===== config.mk =====
export PLATFORM = sky130hd
export DESIGN_NAME = rect_cfg_ctrl
export DESIGN_NICKNAME = d
export VERILOG_FILES = /design/src/rtl/rect_cfg_pkg.sv /design/src/rtl/rect_cfg_dec.sv /design/src/rtl/rect_cfg_ctrl.sv
export SDC_FILE = /design/constraint.sdc
export NUM_CORES = 1
export LEC_CHECK = 0
export CAP_MARGIN = 20
export CORE_AREA = 10 10 179 131
export DETAILED_ROUTE_END_ITERATION = 10
export DIE_AREA = 0 0 189 141
export GPL_TIMING_DRIVEN = 1
export SYNTH_ARGS = -nofsm -noshare
export SYNTH_HDL_FRONTEND = slang
export SYNTH_SLANG_ARGS = --single-unit

===== constraint.sdc =====
create_clock -name sys_clk -period 7.8 [get_ports sys_clk]
set_clock_uncertainty 0.2 [all_clocks]
set_input_delay 2.34 -clock sys_clk [delete_from_list [all_inputs] [get_ports sys_clk]]
set_output_delay 2.34 -clock sys_clk [all_outputs]
set_load 0.005 [all_outputs]

===== src/rtl/rect_cfg_pkg.sv =====
// Shared types and constants for the rectangle configuration sequencer:
// FSM states, ASCII framing bytes, reply status codes and the bounds helper.
package rect_cfg_pkg;

   typedef enum logic [2:0] {
      S_IDLE  = 3'd0,
      S_DIGIT = 3'd1,
      S_TAIL  = 3'd2,
      S_CHECK = 3'd3,
      S_REPLY = 3'd4
   } state_e;

   localparam logic [7:0] ASC_DOLLAR = 8'h24;
   localparam logic [7:0] ASC_HASH   = 8'h23;
   localparam logic [7:0] ASC_0      = 8'h30;
   localparam logic [7:0] ASC_9      = 8'h39;
   localparam logic [7:0] ASC_K      = 8'h4B;
   localparam logic [7:0] ASC_E      = 8'h45;

   localparam logic [1:0] ST_OK      = 2'd0;
   localparam logic [1:0] ST_BADCHR  = 2'd1;
   localparam logic [1:0] ST_RANGE   = 2'd2;
   localparam logic [1:0] ST_TIMEOUT = 2'd3;

   // A span is usable when it is non-empty and ends inside the active area.
   function automatic logic span_ok(input logic [9:0] org, input logic [9:0] len,
                                    input logic [10:0] lim);
      logic [10:0] sum;
      sum = {1'b0, org} + {1'b0, len};
      return (len != 10'd0) && (sum <= lim);
   endfunction

endpackage


===== src/rtl/rect_cfg_dec.sv =====
// Three-digit ASCII decimal accumulator: classifies the byte as a digit and
// presents acc*10 + digit so the caller can capture a finished field.
module rect_cfg_dec
   import rect_cfg_pkg::*;
(
   input  logic       clk_i,
   input  logic       rst_i,
   input  logic       clr_i,
   input  logic       step_i,
   input  logic       last_i,
   input  logic [7:0] data_i,
   output logic       is_digit_o,
   output logic [9:0] val_o
);

   logic [9:0] acc_q;
   logic [9:0] acc_d;
   logic [7:0] digit_s;

   assign digit_s    = data_i - ASC_0;
   assign is_digit_o = (data_i >= ASC_0) && (data_i <= ASC_9);
   assign val_o      = (acc_q << 3) + (acc_q << 1) + {6'd0, digit_s[3:0]};

   // Next accumulator value; cleared after the third digit of a field.
   always_comb begin
      acc_d = acc_q;
      if (clr_i || (step_i && last_i)) begin
         acc_d = 10'd0;
      end else if (step_i) begin
         acc_d = val_o;
      end else begin
         acc_d = acc_q;
      end
   end

   // Accumulator register.
   always_ff @(posedge clk_i or posedge rst_i) begin
      if (rst_i) begin
         acc_q <= 10'd0;
      end else begin
         acc_q <= acc_d;
      end
   end

endmodule


===== src/rtl/rect_cfg_ctrl.sv =====
// Framed ASCII rectangle command sequencer: parses $XXXYYYWWWHHH#, validates,
// replies K/E over the UART and commits accepted geometry at frame_start.
module rect_cfg_ctrl
   import rect_cfg_pkg::*;
#(
   parameter int H_ACT       = 640,
   parameter int V_ACT       = 480,
   parameter int TIMEOUT_CYC = 52080
)(
   input  logic       sys_clk,
   input  logic       sys_rst,
   input  logic [7:0] pi_data,
   input  logic       pi_flag,
   input  logic       frame_start,
   input  logic       tx_busy,
   output logic [7:0] tx_data,
   output logic       tx_flag,
   output logic [9:0] x,
   output logic [9:0] y,
   output logic [9:0] w,
   output logic [9:0] h,
   output logic       cfg_valid,
   output logic [1:0] err
);

   localparam int                IDLE_W    = $clog2(TIMEOUT_CYC + 1);
   localparam logic [IDLE_W-1:0] IDLE_LAST = IDLE_W'(TIMEOUT_CYC - 1);

   state_e            state_q, state_d;
   logic [1:0]        field_q, field_d;
   logic [1:0]        pos_q, pos_d;
   logic [IDLE_W-1:0] idle_q, idle_d;
   logic [3:0][9:0]   sh_q, sh_d;
   logic [3:0][9:0]   pg_q, pg_d;
   logic [3:0][9:0]   out_q, out_d;
   logic              pend_q, pend_d;
   logic              cfg_valid_q, cfg_valid_d;
   logic [1:0]        status_q, status_d;
   logic [1:0]        err_q, err_d;
   logic [7:0]        tx_data_q, tx_data_d;

   logic              dec_clr_s, dec_step_s, dec_last_s, is_digit_s;
   logic [9:0]        dec_val_s;
   logic              in_frame_s, timeout_s, accept_s, tx_flag_s;

   rect_cfg_dec u_dec (
      .clk_i      (sys_clk),
      .rst_i      (sys_rst),
      .clr_i      (dec_clr_s),
      .step_i     (dec_step_s),
      .last_i     (dec_last_s),
      .data_i     (pi_data),
      .is_digit_o (is_digit_s),
      .val_o      (dec_val_s)
   );

   assign in_frame_s = (state_q == S_DIGIT) || (state_q == S_TAIL);
   assign timeout_s  = in_frame_s && !pi_flag && (idle_q == IDLE_LAST);

   // Next-state, parsing, validation, reply and commit logic.
   always_comb begin
      state_d     = state_q;
      field_d     = field_q;
      pos_d       = pos_q;
      sh_d        = sh_q;
      pg_d        = pg_q;
      out_d       = out_q;
      pend_d      = pend_q;
      cfg_valid_d = 1'b0;
      status_d    = status_q;
      err_d       = err_q;
      tx_data_d   = tx_data_q;
      dec_clr_s   = 1'b0;
      dec_step_s  = 1'b0;
      dec_last_s  = 1'b0;
      accept_s    = 1'b0;
      tx_flag_s   = 1'b0;

      if (in_frame_s) begin
         idle_d = pi_flag ? '0 : idle_q + IDLE_W'(1);
      end else begin
         idle_d = '0;
      end

      case (state_q)
         S_IDLE: begin
            if (pi_flag && (pi_data == ASC_DOLLAR)) begin
               state_d   = S_DIGIT;
               field_d   = 2'd0;
               pos_d     = 2'd0;
               dec_clr_s = 1'b1;
            end else begin
               state_d = S_IDLE;
            end
         end
         S_DIGIT: begin
            if (pi_flag && (pi_data == ASC_DOLLAR)) begin
               field_d   = 2'd0;
               pos_d     = 2'd0;
               dec_clr_s = 1'b1;
            end else if (pi_flag && is_digit_s) begin
               dec_step_s = 1'b1;
               if (pos_q == 2'd2) begin
                  dec_last_s     = 1'b1;
                  sh_d[field_q]  = dec_val_s;
                  pos_d          = 2'd0;
                  field_d        = field_q + 2'd1;
                  state_d        = (field_q == 2'd3) ? S_TAIL : S_DIGIT;
               end else begin
                  pos_d = pos_q + 2'd1;
               end
            end else if (pi_flag) begin
               state_d   = S_REPLY;
               status_d  = ST_BADCHR;
               tx_data_d = ASC_E;
            end else if (timeout_s) begin
               state_d   = S_REPLY;
               status_d  = ST_TIMEOUT;
               tx_data_d = ASC_E;
            end else begin
               state_d = S_DIGIT;
            end
         end
         S_TAIL: begin
            if (pi_flag && (pi_data == ASC_HASH)) begin
               state_d = S_CHECK;
            end else if (pi_flag && (pi_data == ASC_DOLLAR)) begin
               state_d   = S_DIGIT;
               field_d   = 2'd0;
               pos_d     = 2'd0;
               dec_clr_s = 1'b1;
            end else if (pi_flag) begin
               state_d   = S_REPLY;
               status_d  = ST_BADCHR;
               tx_data_d = ASC_E;
            end else if (timeout_s) begin
               state_d   = S_REPLY;
               status_d  = ST_TIMEOUT;
               tx_data_d = ASC_E;
            end else begin
               state_d = S_TAIL;
            end
         end
         S_CHECK: begin
            state_d = S_REPLY;
            if (span_ok(sh_q[0], sh_q[2], 11'(H_ACT)) && span_ok(sh_q[1], sh_q[3], 11'(V_ACT))) begin
               status_d  = ST_OK;
               tx_data_d = ASC_K;
               pg_d      = sh_q;
               accept_s  = 1'b1;
            end else begin
               status_d  = ST_RANGE;
               tx_data_d = ASC_E;
            end
         end
         S_REPLY: begin
            if (!tx_busy) begin
               tx_flag_s = 1'b1;
               err_d     = status_q;
               state_d   = S_IDLE;
            end else begin
               state_d = S_REPLY;
            end
         end
         default: begin
            state_d = S_IDLE;
         end
      endcase

      // Commit reads the pending registers as they were before this cycle.
      if (frame_start && pend_q) begin
         out_d       = pg_q;
         cfg_valid_d = 1'b1;
         pend_d      = 1'b0;
      end else begin
         out_d = out_q;
      end
      if (accept_s) begin
         pend_d = 1'b1;
      end else begin
         pend_d = pend_d;
      end
   end

   // State and datapath registers.
   always_ff @(posedge sys_clk or posedge sys_rst) begin
      if (sys_rst) begin
         state_q     <= S_IDLE;
         field_q     <= 2'd0;
         pos_q       <= 2'd0;
         idle_q      <= '0;
         sh_q        <= '0;
         pg_q        <= '0;
         out_q       <= '0;
         pend_q      <= 1'b0;
         cfg_valid_q <= 1'b0;
         status_q    <= ST_OK;
         err_q       <= ST_OK;
         tx_data_q   <= 8'h00;
      end else begin
         state_q     <= state_d;
         field_q     <= field_d;
         pos_q       <= pos_d;
         idle_q      <= idle_d;
         sh_q        <= sh_d;
         pg_q        <= pg_d;
         out_q       <= out_d;
         pend_q      <= pend_d;
         cfg_valid_q <= cfg_valid_d;
         status_q    <= status_d;
         err_q       <= err_d;
         tx_data_q   <= tx_data_d;
      end
   end

   assign tx_data   = tx_data_q;
   assign tx_flag   = tx_flag_s;
   assign x         = out_q[0];
   assign y         = out_q[1];
   assign w         = out_q[2];
   assign h         = out_q[3];
   assign cfg_valid = cfg_valid_q;
   assign err       = err_q;

endmodule


==> results of run 1 <==
-- final timing paths --
check                                        to            startpoint  slack, ps  cells past startpoint
setup / recovery                        tx_flag               tx_busy       1730                      3
hold / removal              idle_q[0]$_DFF_PP0_   idle_q[0]$_DFF_PP0_        260                      1
setup reg to reg            pg_q[9]$_DFFE_PP0P_  sh_q[30]$_DFFE_PP0P_       3910                     10
hold reg to reg             idle_q[0]$_DFF_PP0_   idle_q[0]$_DFF_PP0_        260                      1
max in group asynchronous  pg_q[18]$_DFFE_PP0P_               sys_rst       4000                      3
min in group asynchronous      x[4]$_DFFE_PP0P_               sys_rst       2190                      2
-- area by class of cell --
cell class,instances,area [µm²]
clock buffer,21,480.5
clock inverter,11,150.1
fill,1804,10850
inverter,12,50.05
multi-input combinational,426,3635
sequential,161,4029
tap,276,345.3
timing repair buffer,66,660.6
-- stage by stage --
| stage | cell area [µm²] | instances | util |
|---|---|---|---|
| finish | 9350 | 973 | 0.4628 |
| floorplan | 7853 | 625 | - |
| CTS | 9330 | 972 | 0.4618 |
| detailed placement | 8700 | 940 | 0.4306 |
| global route | 9350 | 973 | 0.4628 |
| global placement | 8700 | 940 | 0.4306 |
-- registers in the layout (all words and copies together), names as in the netlist --
register and flops:
tx_data 3, idle_q 16, y 10, cfg_valid 1, pg_q 40, status_q 2, w 10, x 10
state_q 3, h 10, field_q 2, err 2, sh_q 40, u_dec.acc_q 9, pend_q 1, pos_q 2
-- power groups by stage --
stage | Combinational, mW | Clock [mW] | Sequential, mW
global route | 0.0446 | 0.941 | 0.839
floorplan | 0.0211 | 0 | 0.855
CTS | 0.0413 | 0.905 | 0.839
detailed placement | 0.0411 | 0 | 0.855
finish | 0.0394 | 0.882 | 0.839
global placement | 0.0398 | 0 | 0.855
-- critical path: stages --
cell and delay, ps:
clkdlybuf4s50_1 420, nor2_1 220, clkdlybuf4s50_1 550
-- logic make-up (layout without fill, tap and decap cells) --
logic type,Yosys count,after routing
AO/OA/AOI/OAI,95,95
XOR/XNOR,29,29
adder cells (fa/ha/maj),43,43
buffers and inverters,38,110
flip-flops,161,161
multiplexers,120,120
other,1,3
AND/OR/NAND/NOR,136,136
-- cell usage in the layout (no fill, tap or decap), types with 5 or more instances in the layout --
cell type | netlist | routed
nor4_1 | 6 | 6
nand2b_1 | 5 | 5
nand3_1 | 11 | 11
a22o_1 | 9 | 9
a21o_1 | 8 | 8
mux2_2 | 84 | 84
mux2_1 | 6 | 6
dfrtp_1 | 161 | 161
xor2_1 | 13 | 13
or3_1 | 5 | 5
ha_1 | 39 | 39
nand2_1 | 34 | 33
mux2_4 | 30 | 30
clkbuf_16 | 0 | 17
nor2_1 | 43 | 43
inv_1 | 12 | 11
o21ai_0 | 26 | 26
xnor2_1 | 16 | 16
clkdlybuf4s50_1 | 0 | 61
o21bai_1 | 5 | 5
a21oi_1 | 17 | 17
nor3_1 | 9 | 9
o21a_1 | 5 | 5
-- per-layer routing --
| layer | vias up | GRT usage | part of all wire |
|---|---|---|---|
| met5 | - | 0 | 0 |
| met4 | 0 | 0.03998 | 0.010 |
| met3 | 15 | 0.03179 | 0.046 |
| met2 | 108 | 0.1968 | 0.44 |
| met1 | 2475 | 0.1853 | 0.50 |
| li1 | 2363 | - | - |
==> flow_summary.toml, run 1 <==
[run_status]
status = "finished, final reports clean"

[layout]
antenna_cells = 0
finalNetCount = 740
drive_gt1_frac = 0.2353
areaGrowthSynthToFinish_pct = 19.19

[cts]
holdBufCountCts = 0
htree_num_levels = 4
cts-resized-gates = 0
cts_sinks = 161
post_cts_buffers = 0
root_buffer = "clkbuf_16"
cts_tree = "yes"
cts_buffers = 17
ctsLongestPathBuffers = 2
clk_pin_slew_ps = 60
clk_latency_ps = 420

[detailed_routing]
first_pass_iters = 6
initialDrtViolationCount = 366
postRouteAntennaNets = 0
wl_um = 17180
wl_per_cell_um = 17.66
drc = 0
vias_per_cell = 5.099
num_vias = 4961

[die]
dieArea_um2 = 26650
rows = 44
io_pins = 65
fp.dieW_um = 189
die_h_um = 141
core_um2 = 20200
initial_core_util = 0.3883

[setup_path]
cp_max_fo = 3
criticalPathCategory = "input port to output pin"
cp.required_ps = 5260
crit_path_end_kind = "output pin"
worstPathArrival_ps = 3530
cp-start-kind = "input port"

[synth]
ys.flop_type = "dfrtp_1"
yosysWarnings = 0
ys_top_cells_by_count = "dfrtp_1, mux2_2, nor2_1"
synthAdderAreaFrac = 0.07241
synth_cell_types = 54
yosys-top-cells-area = "dfrtp_1, mux2_2, ha_1, mux2_4, nor2_1"
synth_cells = 623
synth-xor-area-share = 0.03238
ys_ff_latch = 161
synth-simple-area-share = 0.08357
synth-compound-area-share = 0.08660
synth_top_area_cell = "dfrtp_1"
netlist_area_um2 = 7845
synth_top_area_frac = 0.5136
synthArstFlopShare = 1.000
synth_most_common_cell = "dfrtp_1"
synth.area.mux_share = 0.1866
ys_seq_area_frac = 0.5136
synth_edf_count = 0
synth_top_family_by_area = "multiplexers"
avgSynthCellArea_um2 = 12.59

[grt]
gr-total-overflow = 0
grt_pass1_wl_um = 28170
grt_pass1_vias = 5110
antenna_found_initial = 0
grt_max_degree = 69
grt_util_all_layers = 0.1321

[power]
pwr-share-comb = 0.022
p_sw_mw = 0.3709
vdd_drop_max_mv = 0.1101
intPower_mw = 1.390
powerDensity_nw_per_um2 = 188.3
p_clk_frac = 0.501
sequentialPowerShare = 0.477
power.total_mw = 1.761
netSwitchingFraction = 0.2107
total_leakage_power_nw = 4.506

[placement]
dp_hpwl_um = 12340
place.gp.congestion = 0.8732
place_ws_ps = 1727
portBuffers = 61

[timing]
fmax_mhz = 164.7
rsz0062_at_grt = "false"
finalCritPeriodShare = 0.7785
layout_setup_ws_ps = 1728
hold_ws_ps = 258.6
maxSlewViolCount = 0
maxSlewHeadroom = 0.4394
worst_pin_slew_ps = 834.8
fin_setup_tns_ps = 0
hold_viol_final = 0
finalSetupViolations = 0
min_period_ps = 6072

[hold_path]
hold_class = "flip-flop to flip-flop"

[run]
maxCapViolations = 0
(Power assumes the default switching activity.)
==> run 2, diff against run 1 <==
- clock period: 7.8 -> 5 ns (I/O delays scaled with it)
==> run 2 against run 1 <==
Net effect: via count increased by 1.0%; clock power increased by 46%; total power increased by 51%; largest power group is now registers; design area about the same; critical path type unchanged; core utilization about the same.
==> flow_summary.toml, run 2 (synthesis gave the netlist of run 1 again) <==
[setup_path]
criticalPathCategory = "input port to output pin"
cp_slowest_stage_delay_ps = 560
cp-start-kind = "input port"
cp_max_fo = 3
cp.required_ps = 3300
r2r_cells = 10
path_common_cell = "clkdlybuf4s50_1"
worstPathArrival_ps = 2710
reg2reg_from = "sh_q[20]$_DFFE_PP0P_"
reg2reg_to = "pg_q[19]$_DFFE_PP0P_"
crit_path_end_kind = "output pin"
critPathSlowestCell = "clkdlybuf4s50_1"
r2r_slack_ps = 970
cp_cell_sequence = "clkdlybuf4s50_1, nor2_1, clkdlybuf4s50_1"
setup.worst_path.start = "tx_busy"
crit_end = "tx_flag"

[grt]
antenna_found_initial = 2
met2_usage = 0.2036
grt_pass1_vias = 5301
grt_pass1_wl_um = 28700
grt_use_met3 = 0.03770
grt_max_degree = 95
gr-total-overflow = 0
busiest_layer = "met2"
met1_usage = 0.1832
grt_util_all_layers = 0.1344

[cts]
post_cts_buffers = 0
cts_tree = "yes"
cts_sinks = 161
clk_latency_ps = 430
cts-resized-gates = 0
ctsLongestPathBuffers = 2
cts_buffers = 17
root_buffer = "clkbuf_16"
clk_pin_slew_ps = 60
holdBufCountCts = 0
htree_num_levels = 4

[power]
intPower_mw = 2.068
pwr-share-comb = 0.024
vdd_drop_max_mv = 0.1716
netSwitchingFraction = 0.2240
p_sw_mw = 0.5968
powerDensity_nw_per_um2 = 284.9
total_leakage_power_nw = 4.507
sequentialPowerShare = 0.491
p_clk_frac = 0.485

[detailed_routing]
initialDrtViolationCount = 313
wl_um = 17180
vias_per_cell = 5.120
wl_per_cell_um = 17.55
first_pass_iters = 6
postRouteAntennaNets = 0
drc = 0
num_vias = 5012

[timing]
maxSlewViolCount = 0
finalSetupViolations = 0
rsz0062_at_grt = "false"
min_period_ps = 4413
layout_setup_ws_ps = 586.9
worst_pin_slew_ps = 681.6
hold_ws_ps = 268.9
fmax_mhz = 226.6
hold_viol_final = 0
fin_setup_tns_ps = 0
finalCritPeriodShare = 0.8826
maxSlewHeadroom = 0.5414

[layout]
finalNetCount = 745
layout_commonest_cell = "dfrtp_1"
areaGrowthSynthToFinish_pct = 19.23
final_cell_mix = "dfrtp_1, mux2_2, clkdlybuf4s50_1"
top_regs = "pg_q (40), sh_q (40), idle_q (16)"
drive_gt1_frac = 0.2407

[placement]
portBuffers = 61
place_ws_ps = 411.6
place.gp.congestion = 0.8554
dp_hpwl_um = 12490

[run_status]
status = "finished, final reports clean"

[die]
initial_core_util = 0.3883
core_um2 = 20200
die_h_um = 141
fp.dieW_um = 189
rows = 44
io_pins = 65
dieArea_um2 = 26650

[hold_path]
hold_class = "flip-flop to flip-flop"
hp-start = "idle_q[0]$_DFF_PP0_"

[run]
maxCapViolations = 0
[run 2: cell types whose count changed in the layout (fill, tap and decap cells not counted), sizes merged]
cell / change
buf: +5
bufinv: -1
clkbuf: -4
clkinv: +2
clkinvlp: +2
diode: +1
inv: +1
[run 2: final cells by class]
class	instances	area, µm²
Tap cell	276	345.3
Timing Repair Buffer	71	710.7
Multi-Input combinational cell	426	3635
Clock buffer	17	425.4
Inverter	12	48.80
Sequential cell	161	4029
Antenna cell	1	2.502
Fill cell	1830	10850
Clock inverter	15	157.7
[run 2: metrics by stage]
stage	std cells	util	power [mW]	area (µm²)
after floorplan	625	-	1.366	7856
after CTS	977	0.4619	2.705	9331
after detailed placement	945	0.4330	1.400	8748
after global routing	978	0.4628	2.770	9351
final	979	0.4630	2.665	9354
after global placement	945	0.4330	1.398	8748
[run 2: worst max-delay path, delay by kind of cell]
family                 cells  cell delay [ps]
buffers and inverters      2              990
and+or+nand+nor            1              220
[run 2: power by group through the flow]
| stage | sequential (mW) | clock [mW] | combinational (mW) |
|---|---|---|---|
| 4_1_cts | 1.31 | 1.33 | 0.0668 |
| 3_5_place_dp | 1.33 | 0 | 0.0665 |
| 6_report | 1.31 | 1.29 | 0.0638 |
| 3_3_place_gp | 1.33 | 0 | 0.0650 |
| 5_1_grt | 1.31 | 1.39 | 0.0727 |
| 2_1_floorplan | 1.33 | 0 | 0.0331 |
[run 2: layer usage]
metal / vias up / wire length (µm)
met1: 2494 / 8526
met5: - / 0
met4: 0 / 190
met2: 124 / 7592
met3: 15 / 868
li1: 2379 / -
[run 2: how the worst min path moves through the flow]
stage / to / slack (ps) / depth (start not counted)
after global routing: idle_q[0]$_DFF_PP0_ / 300 / 1
after CTS: idle_q[0]$_DFF_PP0_ / 270 / 1
final: idle_q[0]$_DFF_PP0_ / 270 / 1
after global placement: idle_q[0]$_DFF_PP0_ / 250 / 1
after floorplan: idle_q[0]$_DFF_PP0_ / 230 / 1
after detailed placement: idle_q[0]$_DFF_PP0_ / 260 / 1
==> run 3, diff against run 2 <==
- SLEW_MARGIN: default -> 10
==> results of run 3 <==
No change in the layout: final DEF, timing and power equal those of run 2.
